File: config.mk
export PLATFORM = sky130hd
export DESIGN_NAME = fb_swap_ctrl
export DESIGN_NICKNAME = d
export VERILOG_FILES = /design/src/rtl/fb_swap_pkg.sv /design/src/rtl/fb_free_pick.sv /design/src/rtl/fb_swap_ctrl.sv
export SDC_FILE = /design/constraint.sdc
export NUM_CORES = 1
export LEC_CHECK = 0
export ABC_AREA = 1
export CAP_MARGIN = 30
export CORE_MARGIN = 2
export CORE_UTILIZATION = 27
export DETAILED_ROUTE_END_ITERATION = 10
export PLACE_DENSITY = 0.73
export SETUP_SLACK_MARGIN = 0.02
export SYNTH_ARGS = -nofsm -noshare
export SYNTH_HDL_FRONTEND = slang
export SYNTH_SLANG_ARGS = --single-unit
File: constraint.sdc
create_clock -name aclk -period 1.2 [get_ports aclk]
set_input_delay 0.24 -clock aclk [delete_from_list [all_inputs] [get_ports aclk]]
set_output_delay 0.24 -clock aclk [all_outputs]
set_load 0.01 [all_outputs]
File: src/rtl/fb_swap_pkg.sv
// Shared types and helpers for the framebuffer rotation controller.
// Buffer indices are two bits wide, enough for up to four buffers.
package fb_swap_pkg;

    localparam int IDX_W       = $clog2(4);
    localparam int MAX_BUFFERS = 4;

    typedef enum logic [1:0] {
        IDLE,
        BUSY,
        RELEASE
    } hs_state_e;

    function automatic logic [63:0] idx_to_addr(
        input logic [63:0]      base,
        input logic [63:0]      stride,
        input logic [IDX_W-1:0] idx
    );
        return base + stride * 64'(idx);
    endfunction

endpackage

File: src/rtl/fb_free_pick.sv
// Lowest-set-bit priority encoder over the free-buffer mask.
// found is low when no buffer is free.
module fb_free_pick
    import fb_swap_pkg::*;
#(
    parameter int NUM_BUFFERS = 2
) (
    input  logic [NUM_BUFFERS-1:0] mask_i,
    output logic [IDX_W-1:0]       idx_o,
    output logic                   found_o
);

    always_comb begin
        idx_o   = '0;
        found_o = 1'b0;
        // Scan downward so the lowest set bit is written last.
        for (int i = NUM_BUFFERS - 1; i >= 0; i--) begin
            if (mask_i[i]) begin
                idx_o   = IDX_W'(i);
                found_o = 1'b1;
            end
        end
    end

endmodule

File: src/rtl/fb_swap_ctrl.sv
// Framebuffer rotation controller: renderer swap handshake, buffer
// ownership tracking and frame-aligned display buffer commit.
module fb_swap_ctrl
    import fb_swap_pkg::*;
#(
    parameter int                    NUM_BUFFERS    = 2,
    parameter int                    ADDR_WIDTH     = 32,
    parameter logic [ADDR_WIDTH-1:0] FB_BASE_ADDR   = 32'h01C00000,
    parameter logic [ADDR_WIDTH-1:0] FB_STRIDE      = 32'h00200000,
    parameter bit                    VSYNC_LOCK     = 1'b1,
    parameter int                    DROP_CNT_WIDTH = 16
) (
    input  logic                      aclk,
    input  logic                      reset,
    input  logic                      swap_req,
    output logic                      swap_ack,
    input  logic                      frame_start,
    output logic [ADDR_WIDTH-1:0]     display_addr,
    output logic [ADDR_WIDTH-1:0]     render_addr,
    output logic                      swap_pending,
    output logic [DROP_CNT_WIDTH-1:0] dropped_frames
);

    localparam int N = NUM_BUFFERS;
    localparam logic [N-1:0] FREE_RST = ~N'(3);

    hs_state_e state_q, state_d;

    logic [IDX_W-1:0]          disp_q, disp_d;
    logic [IDX_W-1:0]          rend_q, rend_d;
    logic [IDX_W-1:0]          ready_q, ready_d;
    logic                      rv_q, rv_d;
    logic [N-1:0]              free_q, free_d;
    logic [DROP_CNT_WIDTH-1:0] drop_q, drop_d;
    logic                      acc_q;

    logic             accept;
    logic             commit;
    logic             recycle;
    logic [N-1:0]     disp_oh;
    logic [N-1:0]     free_post;
    logic [N-1:0]     pick_oh;
    logic [IDX_W-1:0] pick_idx;
    logic             pick_found;

    assign accept  = swap_req && swap_ack;
    assign commit  = rv_q && (VSYNC_LOCK ? frame_start : acc_q);
    // A commit on the same edge empties the ready slot, so nothing is dropped.
    assign recycle = rv_q && !commit;
    assign disp_oh = N'(1) << disp_q;
    assign pick_oh = N'(1) << pick_idx;

    assign free_post = (commit && N >= 3) ? (free_q | disp_oh) : free_q;

    fb_free_pick #(
        .NUM_BUFFERS (N)
    ) u_pick (
        .mask_i  (free_post),
        .idx_o   (pick_idx),
        .found_o (pick_found)
    );

    always_ff @(posedge aclk or posedge reset) begin
        if (reset) begin
            state_q <= IDLE;
        end else begin
            state_q <= state_d;
        end
    end

    always_comb begin
        state_d = state_q;
        unique case (state_q)
            IDLE:    if (accept) state_d = BUSY;
            BUSY:    if (N >= 3 || commit) state_d = RELEASE;
            RELEASE: if (!swap_req) state_d = IDLE;
            default: state_d = IDLE;
        endcase
    end

    always_comb begin
        swap_ack = (state_q == IDLE);
    end

    always_comb begin
        disp_d  = disp_q;
        rend_d  = rend_q;
        ready_d = ready_q;
        rv_d    = rv_q;
        free_d  = free_q;
        drop_d  = drop_q;
        if (commit) begin
            disp_d = ready_q;
            rv_d   = 1'b0;
            if (N == 2) rend_d = disp_q;
            else free_d = free_q | disp_oh;
        end
        if (accept) begin
            ready_d = rend_q;
            rv_d    = 1'b1;
            if (N >= 3) begin
                if (recycle) begin
                    rend_d = ready_q;
                    if (drop_q != '1)
                        drop_d = drop_q + DROP_CNT_WIDTH'(1);
                end else begin
                    rend_d = pick_idx;
                    free_d = free_post & ~pick_oh;
                end
            end
        end
    end

    always_ff @(posedge aclk or posedge reset) begin
        if (reset) begin
            disp_q  <= '0;
            rend_q  <= IDX_W'(1);
            ready_q <= '0;
            rv_q    <= 1'b0;
            free_q  <= FREE_RST;
            drop_q  <= '0;
            acc_q   <= 1'b0;
        end else begin
            disp_q  <= disp_d;
            rend_q  <= rend_d;
            ready_q <= ready_d;
            rv_q    <= rv_d;
            free_q  <= free_d;
            drop_q  <= drop_d;
            acc_q   <= accept;
        end
    end

    assign display_addr = ADDR_WIDTH'(idx_to_addr(64'(FB_BASE_ADDR),
                                                  64'(FB_STRIDE), disp_q));
    assign render_addr  = ADDR_WIDTH'(idx_to_addr(64'(FB_BASE_ADDR),
                                                  64'(FB_STRIDE), rend_q));
    assign swap_pending   = rv_q;
    assign dropped_frames = drop_q;

    // With two buffers the render index aliases the ready one while pending.
    logic [N-1:0] rend_own, ready_own;
    logic         part_ok;

    always_comb begin
        rend_own  = (N == 2 && rv_q) ? '0 : (N'(1) << rend_q);
        ready_own = rv_q ? (N'(1) << ready_q) : '0;
        part_ok   = ((disp_oh | rend_own | ready_own | free_q) == '1)
                 && !(|(disp_oh & rend_own))
                 && !(|(disp_oh & ready_own))
                 && !(|(disp_oh & free_q))
                 && !(|(rend_own & ready_own))
                 && !(|(rend_own & free_q))
                 && !(|(ready_own & free_q));
    end

    always @(posedge aclk) begin
        if (!reset) begin
            assert (part_ok);
            assert (!(accept && N >= 3 && !recycle) || pick_found);
        end
    end

endmodule

==> results of run 1 <==
-- per-stage QoR --
stage	power (mW)	setup TNS, ps
2_1_floorplan	1.27	0
3_3_place_gp	1.60	-278
3_5_place_dp	1.64	-518
4_1_cts	1.71	0
5_1_grt	1.89	0
6_report	1.73	0
-- timing repair --
item                                    CTS  global route
buffers inserted                          0             1
gates resized for setup                  40             4
gates cloned                              0             0
endpoints found under the setup margin   12             4
-- per-layer routing --
| layer | wire, um | global-route usage, % | up-vias |
|---|---|---|---|
| met1 | 401 | 5.84 | 227 |
| met3 | 183 | 2.70 | 2 |
| li1 | - | - | 244 |
| met4 | 15 | 3.33 | 0 |
| met5 | 0 | 0 | - |
| met2 | 588 | 9.81 | 49 |
-- power by group through the flow --
stage	Clock [mW]	Sequential (mW)	Combinational [mW]
floorplan	0	0.600	0.665
global placement	0	0.550	1.05
detailed placement	0	0.558	1.08
CTS	0.250	0.559	0.906
global route	0.262	0.575	1.05
finish	0.237	0.556	0.941
-- cell type report --
class	instances	area, um^2	area share, %
Clock buffer	4	26.3	3.01
Inverter	6	22.5	2.58
Multi-Input combinational cell	93	377	43.1
Sequential cell	9	226	25.9
Tap cell	46	57.6	6.59
Timing Repair Buffer	22	164	18.8
-- flip-flops by register name, summed over array words and instances (netlist names) --
register,cells
state_q,2
ready_q,2
disp_q,2
rend_q,2
swap_pending,1
-- worst max path at each step --
| stage | from | to | slack (ps) | depth (start not counted) |
|---|---|---|---|---|
| final | rend_q[0] | render_addr[21] | 50 | 1 |
| after detailed placement | state_q[0] | swap_ack | -80 | 2 |
| after global routing | state_q[0] | swap_ack | 10 | 2 |
| after global placement | rend_q[0] | render_addr[21] | -70 | 1 |
| after floorplan | disp_q[1] | display_addr[23] | 270 | 2 |
| after CTS | disp_q[1] | display_addr[25] | 10 | 1 |
-- logic make-up (layout without fill, tap and decap cells) --
| family | count (synthesis) | count (layout) | share of synthesized area, % |
|---|---|---|---|
| buffers and inverters | 80 | 32 | 62.7 |
| AND/OR/NAND/NOR | 17 | 17 | 9.09 |
| flip-flops | 9 | 9 | 24.6 |
| AO/OA/AOI/OAI | 6 | 6 | 3.26 |
| other | 1 | 70 | 0.407 |
-- Yosys cell counts --
library cell	number
nand3_1	3
nor2_4	1
nand2_2	2
buf_4	74
dfrtp_1	8
inv_1	6
a21oi_1	2
nor2_1	2
nand3b_1	1
conb_1	1
o21ai_0	4
dfstp_2	1
nand2_1	8
==> impl_metrics.csv, run 1 <==
group,metric,value,unit
hold_path,hold_path.class,"in2async",
placement,postPlaceCellArea,878,um^2
setup_path,cp_top_family,"flip-flops",
sta,fin_skew,0.952,ps
global_routing,grt_pass1_vias,387,
setup_path,reg2reg_slack,240,ps
setup_path,reg2reg_to,"state_q[1]",
power,p_per_area,1980,mW/mm^2
setup_path,r2r_start,"state_q[0]",
global_routing,grt_overflow_total,0,
placement,hpwlAfterDp,1030,um
power,vdd_ir_drop_max,0.000294,V
setup_path,rr_worst_depth,4,
layout,fillers,380,
cts,ctsRootBufferMaster,"clkbuf_4",
sta,rsz0062_at_grt,"yes",
power,switching_share,41.2,%
detailed_routing,wirelength,1190,um
setup_path,cpPeakStageDelay,530,ps
cts,hold_buffers,0,
layout,layout_common_cells,"70 x conb_1, 8 x nand2_1, 8 x dfrtp_1",
global_routing,grt_max_degree,11,
logic_synthesis,synthCells,113,
setup_path,criticalPathCategory,"reg2out",
cts,clockBufferDepth,2,
logic_synthesis,synth.distinct_cells,13,
detailed_routing,viasPerCell,2.90,
placement,place_congestion,0.660,
logic_synthesis,avgSynthCellArea,8.16,um^2
detailed_routing,vias,522,
die,die_w,62.4,um
logic_synthesis,synth_warnings,0,
layout,fin_cells,180,
global_routing,grt_pass1_wl,1750,um
layout,drive_gt1_share,18.7,%
placement,dp.cells,175,
job,cap_viol_max_count,0,
layout,antenna_cells,0,
power,intPower,1.02,mW
die,num_rows,21,
sta,hold_viol,0,
logic_synthesis,yosysSeqAreaShare,24.6,%
setup_path,arrival,910,ps
detailed_routing,drtPass1Iterations,2,
cts,clk_latency,260,ps
cts,clkSinkCount,9,
setup_path,cpMaxStageDelayCell,"dfstp_2",
power,p_seq_share,32.1,%
power,p_comb_share,54.3,%
placement,io_buffer_count,15,
die,die_area,0.00390,mm^2
logic_synthesis,syn-cell-area,922,um^2
layout,final_cell_area,873,um^2
die,initial_utilization,27.9,%
power,power.switching,0.715,mW
sta,drv_slew,0,
status,status,"complete, no violations",
logic_synthesis,ys_ff_latch,9,
detailed_routing,drc,0,
layout,nets,139,
setup_path,crit_path_cell_trace,"buf_2",
power,power.leakage,0.527,nW
sta,timing.final.ws_setup,53.6,ps
die,io-pin-count,86,
layout,area_growth,-5.29,%
sta,finalCriticalPeriod,1150,ps
power,clockPowerShare,13.7,%
logic_synthesis,synth_area_leaders,"buf_4 60%, dfrtp_1 22%, nand2_1 3.3%, dfstp_2 2.8%, inv_1 2.4%",
logic_synthesis,synth.top_cell.area_share,60.2,%
detailed_routing,antenna_left,0,
layout,layout_commonest_cell,"conb_1",
logic_synthesis,synth_top_area_cell,"buf_4",
sta,fmax,872,MHz
detailed_routing,initialDrtViolationCount,2,
sta,setup_violations,0,
global_routing,globalRouteTotalUtil,5.80,%
setup_path,end_kind,"output port",
layout,final_core_util,26.4,%
placement,dp_slack,-82.6,ps
cts,cts_tree,"built",
die,die_h,62.4,um
cts,clk_transition_reported_paths,60,ps
die,core,0.00331,mm^2
global_routing,grt_antenna_before_repair,0,
sta,post-route-period-util,95.5,%
cts,htreeDepth,1,
setup_path,crit_required,960,ps
cts,cts_buffers,3,
setup_path,critPathMaxFanout,2,
setup_path,setup.worst_path.start_class,"flop",
sta,whs,239,ps
detailed_routing,wire_per_inst,6.61,um
setup_path,path_buf_inv,1,
(Power assumes the default switching activity.)
==> run 2, diff against run 1 <==
Settings changed: CORE_MARGIN 2 to default.
==> run 2 against run 1 <==
Effect of this change:
- critical endpoint unchanged
- core utilization increased by 1.8 points
- first-iteration DRC count rose to 4.0 times the previous value
- setup slack better by 4.4 ps
- sequential share of layout area fell by 0.40 points
- global-route usage is 0.60 points higher
- maximum frequency increased by 0.39%
- via count is 1.1% lower
- register-to-register slack barely moved
==> impl_metrics.csv, run 2 (synthesis results as in run 1) <==
group,metric,value,unit
setup_path,rr_worst_depth,4,
detailed_routing,wirelength,1160,um
power,intPower,1.07,mW
die,num_rows,20,
power,p_per_area,2030,mW/mm^2
sta,finalCriticalPeriod,1140,ps
die,core,0.00315,mm^2
setup_path,critPathMaxFanout,2,
global_routing,grt_pass1_wl,1550,um
sta,whs,229,ps
die,initial_utilization,29.2,%
cts,cts_buffers,3,
global_routing,grt_antenna_before_repair,0,
power,p_comb_share,55.6,%
detailed_routing,wire_per_inst,6.45,um
sta,fin_skew,9.99,ps
power,clockPowerShare,13.5,%
setup_path,r2r_start,"state_q[0]",
layout,layout_commonest_cell,"conb_1",
setup_path,reg2reg_to,"state_q[1]",
power,p_seq_share,30.9,%
detailed_routing,initialDrtViolationCount,8,
die,die_w,60.4,um
placement,io_buffer_count,15,
setup_path,path_buf_inv,1,
layout,antenna_cells,0,
status,status,"complete, no violations",
global_routing,grt_max_degree,11,
detailed_routing,drc,0,
setup_path,criticalPathCategory,"reg2out",
cts,ctsRootBufferMaster,"clkbuf_4",
die,die_area,0.00365,mm^2
placement,place_congestion,0.633,
setup_path,cp_top_family,"flip-flops",
cts,hold_buffers,0,
sta,drv_slew,0,
sta,setup_violations,0,
job,cap_viol_max_count,0,
setup_path,cpMaxStageDelayCell,"dfstp_2",
detailed_routing,antenna_left,0,
cts,clockBufferDepth,2,
detailed_routing,drtPass1Iterations,3,
sta,hold_viol,0,
global_routing,grt_overflow_total,0,
sta,rsz0062_at_grt,"yes",
hold_path,hold_path.class,"in2async",
layout,nets,141,
power,power.leakage,0.538,nW
layout,drive_gt1_share,20.6,%
setup_path,setup.worst_path.start_class,"flop",
setup_path,crit_path_cell_trace,"buf_6",
setup_path,crit_required,960,ps
setup_path,arrival,900,ps
cts,htreeDepth,1,
layout,area_growth,-3.80,%
cts,clk_transition_reported_paths,70,ps
layout,fillers,363,
sta,post-route-period-util,95.2,%
layout,final_core_util,28.1,%
setup_path,cpPeakStageDelay,540,ps
power,power.switching,0.734,mW
die,die_h,60.4,um
layout,fin_cells,180,
detailed_routing,viasPerCell,2.87,
detailed_routing,vias,516,
setup_path,end_kind,"output port",
setup_path,reg2reg_slack,240,ps
power,vdd_ir_drop_max,0.000320,V
placement,hpwlAfterDp,946,um
cts,cts_tree,"built",
sta,timing.final.ws_setup,58.0,ps
global_routing,grt_pass1_vias,332,
global_routing,globalRouteTotalUtil,6.40,%
placement,dp.cells,173,
cts,clkSinkCount,9,
layout,layout_common_cells,"70 x conb_1, 9 x buf_4, 8 x nand2_1, 8 x dfrtp_1, 6 x buf_2",
die,io-pin-count,86,
sta,setup_tns,0,ps
sta,fmax,876,MHz
placement,dp_slack,-74.3,ps
power,switching_share,40.8,%
cts,clk_latency,270,ps
==> run 2: changes by cell type in the layout (fill, tap and decap cells not counted), sizes merged <==
| cell | delta |
|---|---|
| buf | +2 |
| clkdlybuf4s15 | -1 |
| clkbuf | +1 |
==> run 2: metal layers <==
layer / up-vias / global-route usage (%) / routed length [um]
met1: 217 / 6.26 / 442
met2: 50 / 9.42 / 533
li1: 247 / - / -
met3: 2 / 4.48 / 171
met5: - / 0 / 0
met4: 0 / 4.87 / 13
==> run 2: power by group through the flow <==
stage	registers (mW)	logic, mW	clock network [mW]
2_1_floorplan	0.600	0.665	0
3_3_place_gp	0.548	1.05	0
3_5_place_dp	0.553	1.07	0
4_1_cts	0.554	0.979	0.255
5_1_grt	0.575	1.12	0.270
6_report	0.557	1.00	0.242
==> run 2: area by class of cell <==
class / instances / area, um^2 / area share, %
well taps: 44 / 55.1 / 6.21
flip-flops and latches: 9 / 226 / 25.5
clock buffers: 4 / 26.3 / 2.96
repair buffers: 24 / 180 / 20.3
inverters: 6 / 22.5 / 2.54
multi-input cells: 93 / 377 / 42.5
==> run 2: worst max-delay path by stage <==
stage,from,endpoint,slack (ps),depth (start not counted)
2_1_floorplan,disp_q[1],display_addr[23],270,2
3_3_place_gp,rend_q[0],render_addr[21],-70,1
3_5_place_dp,rend_q[0],render_addr[21],-70,1
4_1_cts,swap_pending,swap_pending,20,1
5_1_grt,state_q[0],swap_ack,20,2
6_report,rend_q[0],render_addr[21],60,1
==> run 2: per-stage QoR <==
stage / power, mW / area (um^2)
final: 1.80 / 887
after global routing: 1.97 / 887
after CTS: 1.79 / 885
after detailed placement: 1.62 / 876
after global placement: 1.60 / 876
after floorplan: 1.27 / 1180
==> run 2: timing repair <==
action	in CTS	in global routing
hold endpoints to repair	0	0
buffers inserted	3	0
endpoints found under the setup margin	12	4
resized for setup	42	4
==> run 3, diff against run 2 <==
Settings changed: PLACE_DENSITY 0.73 to 0.76, SLEW_MARGIN from default to 30, SYNTH_HIERARCHICAL from default to 1.
Clock period 1.2 ns to 1.03 ns, I/O delays scaled along.
==> run 3 against run 2 <==
Effect of this change:
- the run now ends with negative setup slack left
- first-iteration DRC count decreased by 25%
- critical path type unchanged
- clock power rose by 10%
- synthesized area unchanged
- sequential share of layout area fell by 1.9 points
- final area grew 8.2%
- largest cell class unchanged
- core utilization increased by 2.3 points
- critical endpoint is now swap_ack
- synthesized cell count stayed put
- setup slack got worse by 150 ps
- critical path depth up 1
- register-to-register slack got worse by 230 ps
==> impl_metrics.csv, run 3 <==
group,metric,value,unit
global_routing,globalRouteTotalUtil,6.48,%
detailed_routing,wirelength,1210,um
layout,area_growth,4.07,%
sta,post-route-period-util,108,%
die,die_area,0.00365,mm^2
global_routing,grt_antenna_before_repair,0,
setup_path,crit_required,820,ps
cts,cts_tree,"built",
logic_synthesis,async_flop_share,100,%
placement,io_buffer_count,15,
sta,setup_violations,8,
layout,seq_area,226,um^2
die,die_w,60.4,um
power,total_power,2.38,mW
layout,fin_cells,184,
logic_synthesis,synth_enable_flop_cells,0,
logic_synthesis,synth_area_leaders,"buf_4 60%, dfrtp_1 22%, nand2_1 3.3%, dfstp_2 2.8%, inv_1 2.4%",
sta,timing.final.ws_setup,-87.4,ps
global_routing,grt_max_degree,11,
cts,htreeDepth,1,
setup_path,path_buf_inv,1,
setup_path,arrival,910,ps
sta,fmax,895,MHz
die,num_rows,20,
detailed_routing,viasPerCell,2.94,
power,power.leakage,0.579,nW
cts,clk_transition_reported_paths,60,ps
logic_synthesis,ys_top_cells_by_count,"74 x buf_4, 8 x dfrtp_1, 8 x nand2_1",
cts,cts_buffers,3,
logic_synthesis,synthCells,113,
cts,hold_buffers,0,
detailed_routing,initialDrtViolationCount,6,
sta,finalCriticalPeriod,1120,ps
die,io-pin-count,86,
layout,final_core_util,30.4,%
sta,drv_slew,0,
layout,layout_commonest_cell,"conb_1",
global_routing,grt_pass1_vias,375,
logic_synthesis,yosysSeqAreaShare,24.6,%
setup_path,end_kind,"output port",
cts,ctsRootBufferMaster,"clkbuf_4",
setup_path,cpMaxStageDelayCell,"dfrtp_1",
setup_path,crit_path_end,"swap_ack",
setup_path,cp_top_family,"flip-flops",
logic_synthesis,synth_warnings,6,
global_routing,grt_overflow_total,0,
hold_path,hold_path.class,"in2async",
logic_synthesis,synth.top_cell.area_share,60.2,%
sta,rsz0062_at_grt,"yes",
layout,final_cell_area,960,um^2
sta,fin_skew,5.50,ps
setup_path,crit_cells,2,
layout,fillers,375,
layout,antenna_cells,0,
logic_synthesis,synth.distinct_cells,13,
power,p_per_area,2480,mW/mm^2
setup_path,reg2reg_to,"ready_q[0]",
layout,multi_input_area,388,um^2
detailed_routing,vias,541,
detailed_routing,wire_per_inst,6.56,um
setup_path,cpPeakStageDelay,410,ps
layout,drive_gt1_share,25.7,%
die,core,0.00315,mm^2
job,cap_viol_max_count,0,
logic_synthesis,synth_top_area_cell,"buf_4",
status,status,"finished, violations left",
sta,hold_viol,0,
logic_synthesis,synth_ff_type,"dfrtp_1",
cts,clkSinkCount,9,
die,initial_utilization,29.2,%
setup_path,startpoint,"state_q[1]",
setup_path,critPathMaxFanout,2,
global_routing,grt_pass1_wl,1630,um
setup_path,setup.worst_path.start_class,"flop",
logic_synthesis,avgSynthCellArea,8.16,um^2
detailed_routing,drc,0,
status,violations,"negative setup slack",
die,die_h,60.4,um
placement,dp.cells,173,
placement,hpwlAfterDp,936,um
cts,clockBufferDepth,2,
setup_path,rr_worst_depth,6,
detailed_routing,drtPass1Iterations,3,
setup_path,r2r_start,"state_q[1]",
setup_path,crit_path_cell_trace,"nor2_4 -> buf_6",
layout,layout_common_cells,"70 x conb_1, 12 x buf_4, 9 x buf_6",
logic_synthesis,yosysMostFrequentCell,"buf_4",
setup_path,reg2reg_slack,10,ps
placement,postPlaceCellArea,876,um^2
placement,place_congestion,0.653,
cts,clk_latency,260,ps
layout,nets,145,
detailed_routing,antenna_left,0,
setup_path,criticalPathCategory,"reg2out",
power,vdd_ir_drop_max,0.000659,V
logic_synthesis,syn-cell-area,922,um^2
logic_synthesis,ys_ff_latch,9,
[run 3: changes by cell type in the layout (fill, tap and decap cells not counted), moves of 2 or more]
| cell | delta |
|---|---|
| buf_6 | +7 |
| clkbuf_2 | -2 |
| o21ai_0 | -2 |
| buf_4 | +3 |
| clkdlybuf4s15_1 | -2 |
| buf_2 | -2 |
[run 3: how the worst min path moves through the flow]
| stage | startpoint | end | slack, ps | cells after the start |
|---|---|---|---|---|
| after global routing | reset | state_q[0] | 230 | 2 |
| after detailed placement | ready_q[1] | ready_q[1] | 460 | 2 |
| after CTS | reset | state_q[0] | 220 | 2 |
| final | reset | state_q[0] | 210 | 2 |
| after floorplan | reset | disp_q[0] | 30 | 1 |
| after global placement | ready_q[1] | ready_q[1] | 460 | 2 |
[run 3: stage by stage]
step	worst slack, ps	hold slack, ps	setup TNS (ps)
5_1_grt	-135	234	-797
3_5_place_dp	-224	460	-2470
6_report	-87.4	205	-324
3_3_place_gp	-206	458	-2120
2_1_floorplan	132	33.2	0
4_1_cts	-81.0	220	-395
[run 3: cell families (layout without fill, tap and decap cells)]
family          after synthesis  in the layout  synth area share [%]
buf+inv                      80             38                  62.7
simple gates                 17             17                  9.09
flops                         9              9                  24.6
compound gates                6              6                  3.26
other cells                   1             70                 0.407
[run 3: repair_timing]
item	in CTS	in global routing
pin swaps	1	0
hold endpoints to repair	0	0
buffers inserted	5	2
resized for setup	60	4
setup endpoints to repair	12	14
[run 3: report_power, final]
group / internal (mW) / switching [mW] / leakage [nW] / total (mW)
Sequential: 0.532 / 0.109 / 0.109 / 0.641
Clock: 0.149 / 0.118 / 0.0150 / 0.267
Combinational: 0.786 / 0.686 / 0.456 / 1.47
[run 3: area by class of cell]
| class | instances | share of cell area (%) |
|---|---|---|
| tap | 44 | 5.74 |
| inverter | 6 | 2.35 |
| clock buffer | 4 | 2.74 |
| timing repair buffer | 28 | 25.2 |
| multi-input combinational | 93 | 40.4 |
| sequential | 9 | 23.6 |
[run 3: per-layer routing]
metal	vias up	wire length [um]	global-route usage [%]
met5	-	0	0
met4	0	14	1.95
met3	2	180	5.33
met1	233	395	6.64
li1	254	-	-
met2	52	617	10.0
